--- src/rtl/conv_frame_ctrl.sv ---
// ---------------------------------------------------------------------------
// conv_frame_ctrl
//
// Frame sequencer for the 3x3 line buffer. A start request clears the line
// buffer, then streams one IMG_WIDTH x IMG_HEIGHT frame from the image RAM
// into it in raster order. Reads pause while the downstream MAC stage holds
// acc_ready low. Windows reported back by the line buffer are counted, and
// the frame ends with a one-cycle done pulse. err is raised on a drain
// timeout or on a surplus window.
//
// Ports:
//   clk              system clock, rising edge
//   rst              asynchronous active-high reset
//   start            one-cycle frame request, honoured only when idle
//   acc_ready        downstream can accept windows; low pauses RAM reads
//   mem_rd_en        image RAM read strobe
//   mem_addr         image RAM read address
//   mem_rdata        RAM read data, valid one cycle after mem_rd_en
//   lb_rst           line buffer clear pulse
//   pixel_valid      pixel strobe to the line buffer
//   pixel_in         pixel data to the line buffer
//   lb_window_valid  window_valid returned by the line buffer
//   win_count        windows received in the current frame
//   busy             high from CLEAR through DONE
//   done             one-cycle pulse at frame completion
//   err              sticky error, cleared by the next accepted start
//
// Optional build macro CONV_CTRL_PERF_EN adds two performance counters:
//   stall_cycles     FEED cycles spent with acc_ready low
//   frame_cycles     cycles from CLEAR through DONE inclusive
// ---------------------------------------------------------------------------
module conv_frame_ctrl #(
    parameter int IMG_WIDTH  = 8,
    parameter int IMG_HEIGHT = 8,
    parameter int ADDR_W     = 6
) (
    input  logic              clk,
    input  logic              rst,
    input  logic              start,
    input  logic              acc_ready,
    output logic              mem_rd_en,
    output logic [ADDR_W-1:0] mem_addr,
    input  logic [7:0]        mem_rdata,
    output logic              lb_rst,
    output logic              pixel_valid,
    output logic [7:0]        pixel_in,
    input  logic              lb_window_valid,
    output logic [15:0]       win_count,
    output logic              busy,
    output logic              done,
    output logic              err
`ifdef CONV_CTRL_PERF_EN
    ,
    output logic [15:0]       stall_cycles,
    output logic [15:0]       frame_cycles
`endif
);

    localparam int NPIX = IMG_WIDTH * IMG_HEIGHT;
    localparam int NWIN = (IMG_WIDTH - 2) * (IMG_HEIGHT - 2);

    localparam logic [ADDR_W-1:0] LAST_ADDR = ADDR_W'(NPIX - 1);
    localparam logic [15:0]       NWIN_C    = 16'(NWIN);
    localparam logic [1:0]        DRAIN_MAX = 2'd3;

    typedef enum logic [2:0] {
        S_IDLE,
        S_CLEAR,
        S_FEED,
        S_DRAIN,
        S_DONE
    } state_t;

    state_t            state;
    state_t            state_nxt;
    logic [ADDR_W-1:0] rd_ptr;
    logic [1:0]        drain_cnt;
    logic              rd_en_p1;
    logic              start_acc;
    logic              drain_timeout;
    logic              win_reached;

    // ---------------------------------------------------------------
    // State register
    // ---------------------------------------------------------------
    always_ff @(posedge clk or posedge rst) begin
        if (rst) begin
            state <= S_IDLE;
        end else begin
            state <= state_nxt;
        end
    end

    // ---------------------------------------------------------------
    // Next-state and control decode
    // ---------------------------------------------------------------
    always_comb begin
        state_nxt     = state;
        lb_rst        = 1'b0;
        mem_rd_en     = 1'b0;
        done          = 1'b0;
        busy          = 1'b1;
        start_acc     = 1'b0;
        drain_timeout = 1'b0;
        // Look at the window arriving this cycle as well, so the final
        // window moves the FSM to DONE without an extra cycle of latency.
        win_reached   = (win_count == NWIN_C) ||
                        (lb_window_valid && (win_count == NWIN_C - 16'd1));

        case (state)
            S_IDLE: begin
                busy = 1'b0;
                if (start) begin
                    start_acc = 1'b1;
                    state_nxt = S_CLEAR;
                end
            end
            S_CLEAR: begin
                lb_rst    = 1'b1;
                state_nxt = S_FEED;
            end
            S_FEED: begin
                if (acc_ready) begin
                    mem_rd_en = 1'b1;
                    if (rd_ptr == LAST_ADDR) begin
                        state_nxt = S_DRAIN;
                    end
                end
            end
            S_DRAIN: begin
                if (win_reached) begin
                    state_nxt = S_DONE;
                end else if (drain_cnt == DRAIN_MAX) begin
                    drain_timeout = 1'b1;
                    state_nxt     = S_DONE;
                end
            end
            S_DONE: begin
                done      = 1'b1;
                state_nxt = S_IDLE;
            end
            default: begin
                busy      = 1'b0;
                state_nxt = S_IDLE;
            end
        endcase
    end

    assign mem_addr = mem_rd_en ? rd_ptr : '0;

    // ---------------------------------------------------------------
    // Read pointer, drain timer and window bookkeeping
    // ---------------------------------------------------------------
    always_ff @(posedge clk or posedge rst) begin
        if (rst) begin
            rd_ptr    <= '0;
            drain_cnt <= 2'd0;
            win_count <= 16'd0;
            err       <= 1'b0;
        end else begin
            if (start_acc) begin
                rd_ptr <= '0;
            end else if (mem_rd_en) begin
                rd_ptr <= rd_ptr + ADDR_W'(1);
            end

            // Timer is zero on DRAIN entry and counts DRAIN cycles.
            if (state == S_DRAIN) begin
                drain_cnt <= drain_cnt + 2'd1;
            end else begin
                drain_cnt <= 2'd0;
            end

            if (start_acc) begin
                win_count <= 16'd0;
                err       <= 1'b0;
            end else begin
                if (busy && lb_window_valid) begin
                    // A window beyond the expected total is an error; the
                    // count stays pinned at NWIN.
                    if (win_count == NWIN_C) begin
                        err <= 1'b1;
                    end else begin
                        win_count <= win_count + 16'd1;
                    end
                end
                if (drain_timeout) begin
                    err <= 1'b1;
                end
            end
        end
    end

    // ---------------------------------------------------------------
    // Stage p1: pixel forwarding, one cycle behind the read strobe.
    // Runs regardless of FSM state so an in-flight read always lands.
    // ---------------------------------------------------------------
    always_ff @(posedge clk or posedge rst) begin
        if (rst) begin
            rd_en_p1 <= 1'b0;
        end else begin
            rd_en_p1 <= mem_rd_en;
        end
    end

    assign pixel_valid = rd_en_p1;
    // RAM data is valid in the cycle after the strobe, which is the cycle
    // pixel_valid is high; outside that cycle the bus is held at zero.
    assign pixel_in    = rd_en_p1 ? mem_rdata : 8'd0;

`ifdef CONV_CTRL_PERF_EN
    function automatic logic [15:0] sat_inc(input logic [15:0] v);
        return (v == 16'hFFFF) ? v : v + 16'd1;
    endfunction

    always_ff @(posedge clk or posedge rst) begin
        if (rst) begin
            stall_cycles <= 16'd0;
            frame_cycles <= 16'd0;
        end else if (start_acc) begin
            stall_cycles <= 16'd0;
            frame_cycles <= 16'd0;
        end else begin
            if (state == S_FEED && !acc_ready) begin
                stall_cycles <= sat_inc(stall_cycles);
            end
            if (busy) begin
                frame_cycles <= sat_inc(frame_cycles);
            end
        end
    end
`endif

endmodule
--- config.mk ---
export PLATFORM = sky130hd
export DESIGN_NAME = conv_frame_ctrl
export DESIGN_NICKNAME = d
export VERILOG_FILES = /design/src/rtl/conv_frame_ctrl.sv
export SDC_FILE = /design/constraint.sdc
export NUM_CORES = 1
export LEC_CHECK = 0
export ABC_CLOCK_PERIOD_IN_PS = 4680
export BUFFER_PORTS_ARGS = -buffer_cell sky130_fd_sc_hd__buf_2
export CAP_MARGIN = 25
export CORE_MARGIN = 3
export CORE_UTILIZATION = 56
export CTS_CLUSTER_DIAMETER = 200
export DETAILED_ROUTE_END_ITERATION = 7
export HOLD_SLACK_MARGIN = 0.1
export PLACE_DENSITY = 0.82
export SLEW_MARGIN = 30
export SYNTH_ARGS = -nofsm -noshare
export SYNTH_HDL_FRONTEND = slang
export SYNTH_SLANG_ARGS = --single-unit
export TNS_END_PERCENT = 50
--- constraint.sdc ---
create_clock -name clk -period 4.68 [get_ports clk]
set_clock_uncertainty 0.1 [all_clocks]
set_input_delay 0 -clock clk [delete_from_list [all_inputs] [get_ports clk]]
set_output_delay 0 -clock clk [all_outputs]
set_load 0.02 [all_outputs]
==> results.json <==
{
  "outcome": "finished, final reports clean",
  "intPower_uw": 526,
  "cts_tree": "done",
  "p_sw_frac": 0.439,
  "pwr-share-clk": 0.161,
  "synth.distinct_cells": 42,
  "drcViolationCount": 0,
  "grt_pass1_vias": 1431,
  "cts.path.max_buffers": 2,
  "final-setup-viol-count": 0,
  "reg2reg_to": "win_count[3]$_DFFE_PP0P_",
  "cts_root_buf": "clkbuf_4",
  "num_vias": 1587,
  "n_antenna_cell": 0,
  "grt-ovfl-total": 0,
  "setup_tns_ns": 0,
  "ys.flop_type": "dfrtp_1",
  "area_growth_syn_to_layout_pct": 20.1,
  "fin_nets": 251,
  "die_x_um": 62.0,
  "clkTransAtPathRegs_ns": 0.09,
  "hpwl_um": 3090,
  "numCtsBuffers": 5,
  "worstReg2RegStart": "win_count[0]$_DFFE_PP0P_",
  "top_usage_layer": "met2",
  "core_um2": 2880,
  "power_uw": 937,
  "routed_via_density": 5.75,
  "power_frac_seq": 0.422,
  "relSlewSlack": 0.596,
  "synthTopCellsByArea": "dfrtp_1 41%, and2_1 7.1%, o31ai_1 3.9%, a21oi_1 3.7%, ha_1 2.9%",
  "use_met1": 0.325,
  "synth_nets": 197,
  "ir_drop_v": 0.000382,
  "drtIter0Drc": 163,
  "synth_edf_count": 0,
  "syn_inst": 180,
  "final_max_slew_viol_count": 0,
  "layout_setup_ws_ns": 2.62,
  "leakage_uw": 0.00102,
  "place_congestion": 0.950,
  "end_kind": "register",
  "layout_common_cells": "48 x buf_2, 29 x dfrtp_1, 20 x and2_1, 13 x a21oi_1, 12 x nor2_1",
  "async_reset_ff_frac": 1.00,
  "ys_seq_area_frac": 0.414,
  "final_area_um2": 2110,
  "grt_pass1_wl_um": 6780,
  "crit_buf_inv": 1,
  "fmax_ghz": 0.485,
  "ant_nets": 0,
  "grtUsageMet3": 0.0682,
  "grt_max_degree": 30,
  "antenna_found_initial": 0,
  "routedWlPerCell_um": 15.5,
  "path_cells": "inv_1, ha_1, nor4bb_1, and4_1, o311ai_0, o31ai_1",
  "row_count": 19,
  "cts_resized": 0,
  "rr_worst_depth": 6,
  "ys_ff_latch": 29,
  "netlist.area_leader.share": 0.414,
  "post-route-util": 0.732,
  "synth_top_area_cell": "dfrtp_1",
  "path_class": "reg2reg",
  "worst_skew_pair.late_latency_ns": 0.31,
  "syn_area_um2": 1750,
  "routed_wl_um": 4270,
  "hold_path.class": "in2async",
  "h-tree-depth": 2,
  "critical_path_required_ns": 4.76,
  "initial_utilization": 0.610,
  "path_max_fanout": 9,
  "worstPathArrival_ns": 2.15,
  "boundaryPins": 49,
  "start_kind": "register",
  "dieArea_um2": 3840,
  "tightest_slew_ns": 0.605,
  "port_buffers": 48,
  "yosysWarnings": 0,
  "drt_pass1_iterations": 4,
  "fin_crit_sh": 0.441,
  "grt_usage": 0.243,
  "rsz0062_at_grt": "false",
  "slowest_delay_ns": 0.48,
  "die_h_um": 62.0,
  "cp_top_family": "compound AO/OA/AOI/OAI gates",
  "placed_area_um2": 2000,
  "syn_area_per_cell_um2": 9.75,
  "pwr-share-comb": 0.416,
  "min_period_ns": 2.06,
  "hold_viol": 0,
  "crit_path_top_delay_cell": "dfrtp_1",
  "r2r_slack_ns": 2.62,
  "place_ws_ns": 2.67,
  "layout_commonest_cell": "buf_2",
  "met2_usage": 0.391,
  "drive_gt1_frac": 0.295,
  "max_cap_violations": 0,
  "cts.sinks": 29,
  "p_sw_uw": 411,
  "power.density_nw_per_um2": 445
}
[tightest hold or removal path, stage by stage]
cell	delay (ns)
dlygate4sd3_1	0.53
buf_2	0.12
inv_2	0.44
[Yosys cell counts, drive strengths merged (3+ instances only)]
| cell type | number |
|---|---|
| nand4 | 9 |
| xor2 | 4 |
| o311ai | 4 |
| a21oi | 13 |
| and4 | 3 |
| inv | 8 |
| and2 | 20 |
| nor2 | 12 |
| nand3 | 10 |
| nand2 | 9 |
| or4 | 5 |
| and3 | 3 |
| buf | 7 |
| o31ai | 9 |
| nor3 | 4 |
| mux2i | 4 |
| dfrtp | 29 |
| o21ai | 6 |
| ha | 4 |
[registers in the layout, summed over array words and instances (netlist names)]
signal	flops
pixel_valid	1
drain_cnt	2
state	3
win_count	16
err	1
rd_ptr	6
[how the worst max path moves through the flow]
stage                                  start                       end  slack (ns)  cells after the start
global placement    win_count[0]$_DFFE_PP0P_  win_count[5]$_DFFE_PP0P_        2.76                      6
floorplan           win_count[0]$_DFFE_PP0P_  win_count[5]$_DFFE_PP0P_        2.62                      7
finish              win_count[0]$_DFFE_PP0P_  win_count[3]$_DFFE_PP0P_        2.62                      6
detailed placement  win_count[0]$_DFFE_PP0P_  win_count[5]$_DFFE_PP0P_        2.67                      6
global route        win_count[0]$_DFFE_PP0P_  win_count[2]$_DFFE_PP0P_        2.47                      6
CTS                 win_count[0]$_DFFE_PP0P_  win_count[5]$_DFFE_PP0P_        2.64                      6
[power by group through the flow]
stage | clock (µW) | sequential (µW) | combinational, µW
CTS | 156 | 394 | 389
floorplan | 0 | 381 | 291
global route | 170 | 407 | 431
detailed placement | 0 | 398 | 382
global placement | 0 | 389 | 369
finish | 151 | 396 | 390
[layer usage]
metal,up-vias,share of wire
met2,55,0.50
met3,4,0.051
met1,751,0.44
li1,777,-
met5,-,0
met4,0,0.010
[timing repair]
| item | CTS | global route |
|---|---|---|
| hold buffers | 5 | 0 |
| endpoints found under the hold margin | 33 | 0 |
| buffers inserted | 0 | 0 |
| endpoints found under the setup margin | 0 | 0 |
[logic make-up after synthesis]
logic type	share of synthesized area
AND/OR/NAND/NOR	0.330
AO/OA/AOI/OAI	0.133
flip-flops	0.414
buffers and inverters	0.0471
XOR/XNOR	0.0250
multiplexers	0.0228
adder cells (fa/ha/maj)	0.0285
[through the flow]
stage	instances	hold slack, ns
detailed placement	264	0.00780
finish	276	0.193
floorplan	180	-0.0219
global route	276	0.229
global placement	264	0.197
CTS	276	0.195
[layout make-up]
cell class	instances	area [µm²]
inverter	8	30.0
sequential	29	726
clock buffer	7	55.1
multi-input combinational	136	946
tap	42	52.6
timing repair buffer	54	298
fill	217	769
(Power assumes the default switching activity.)
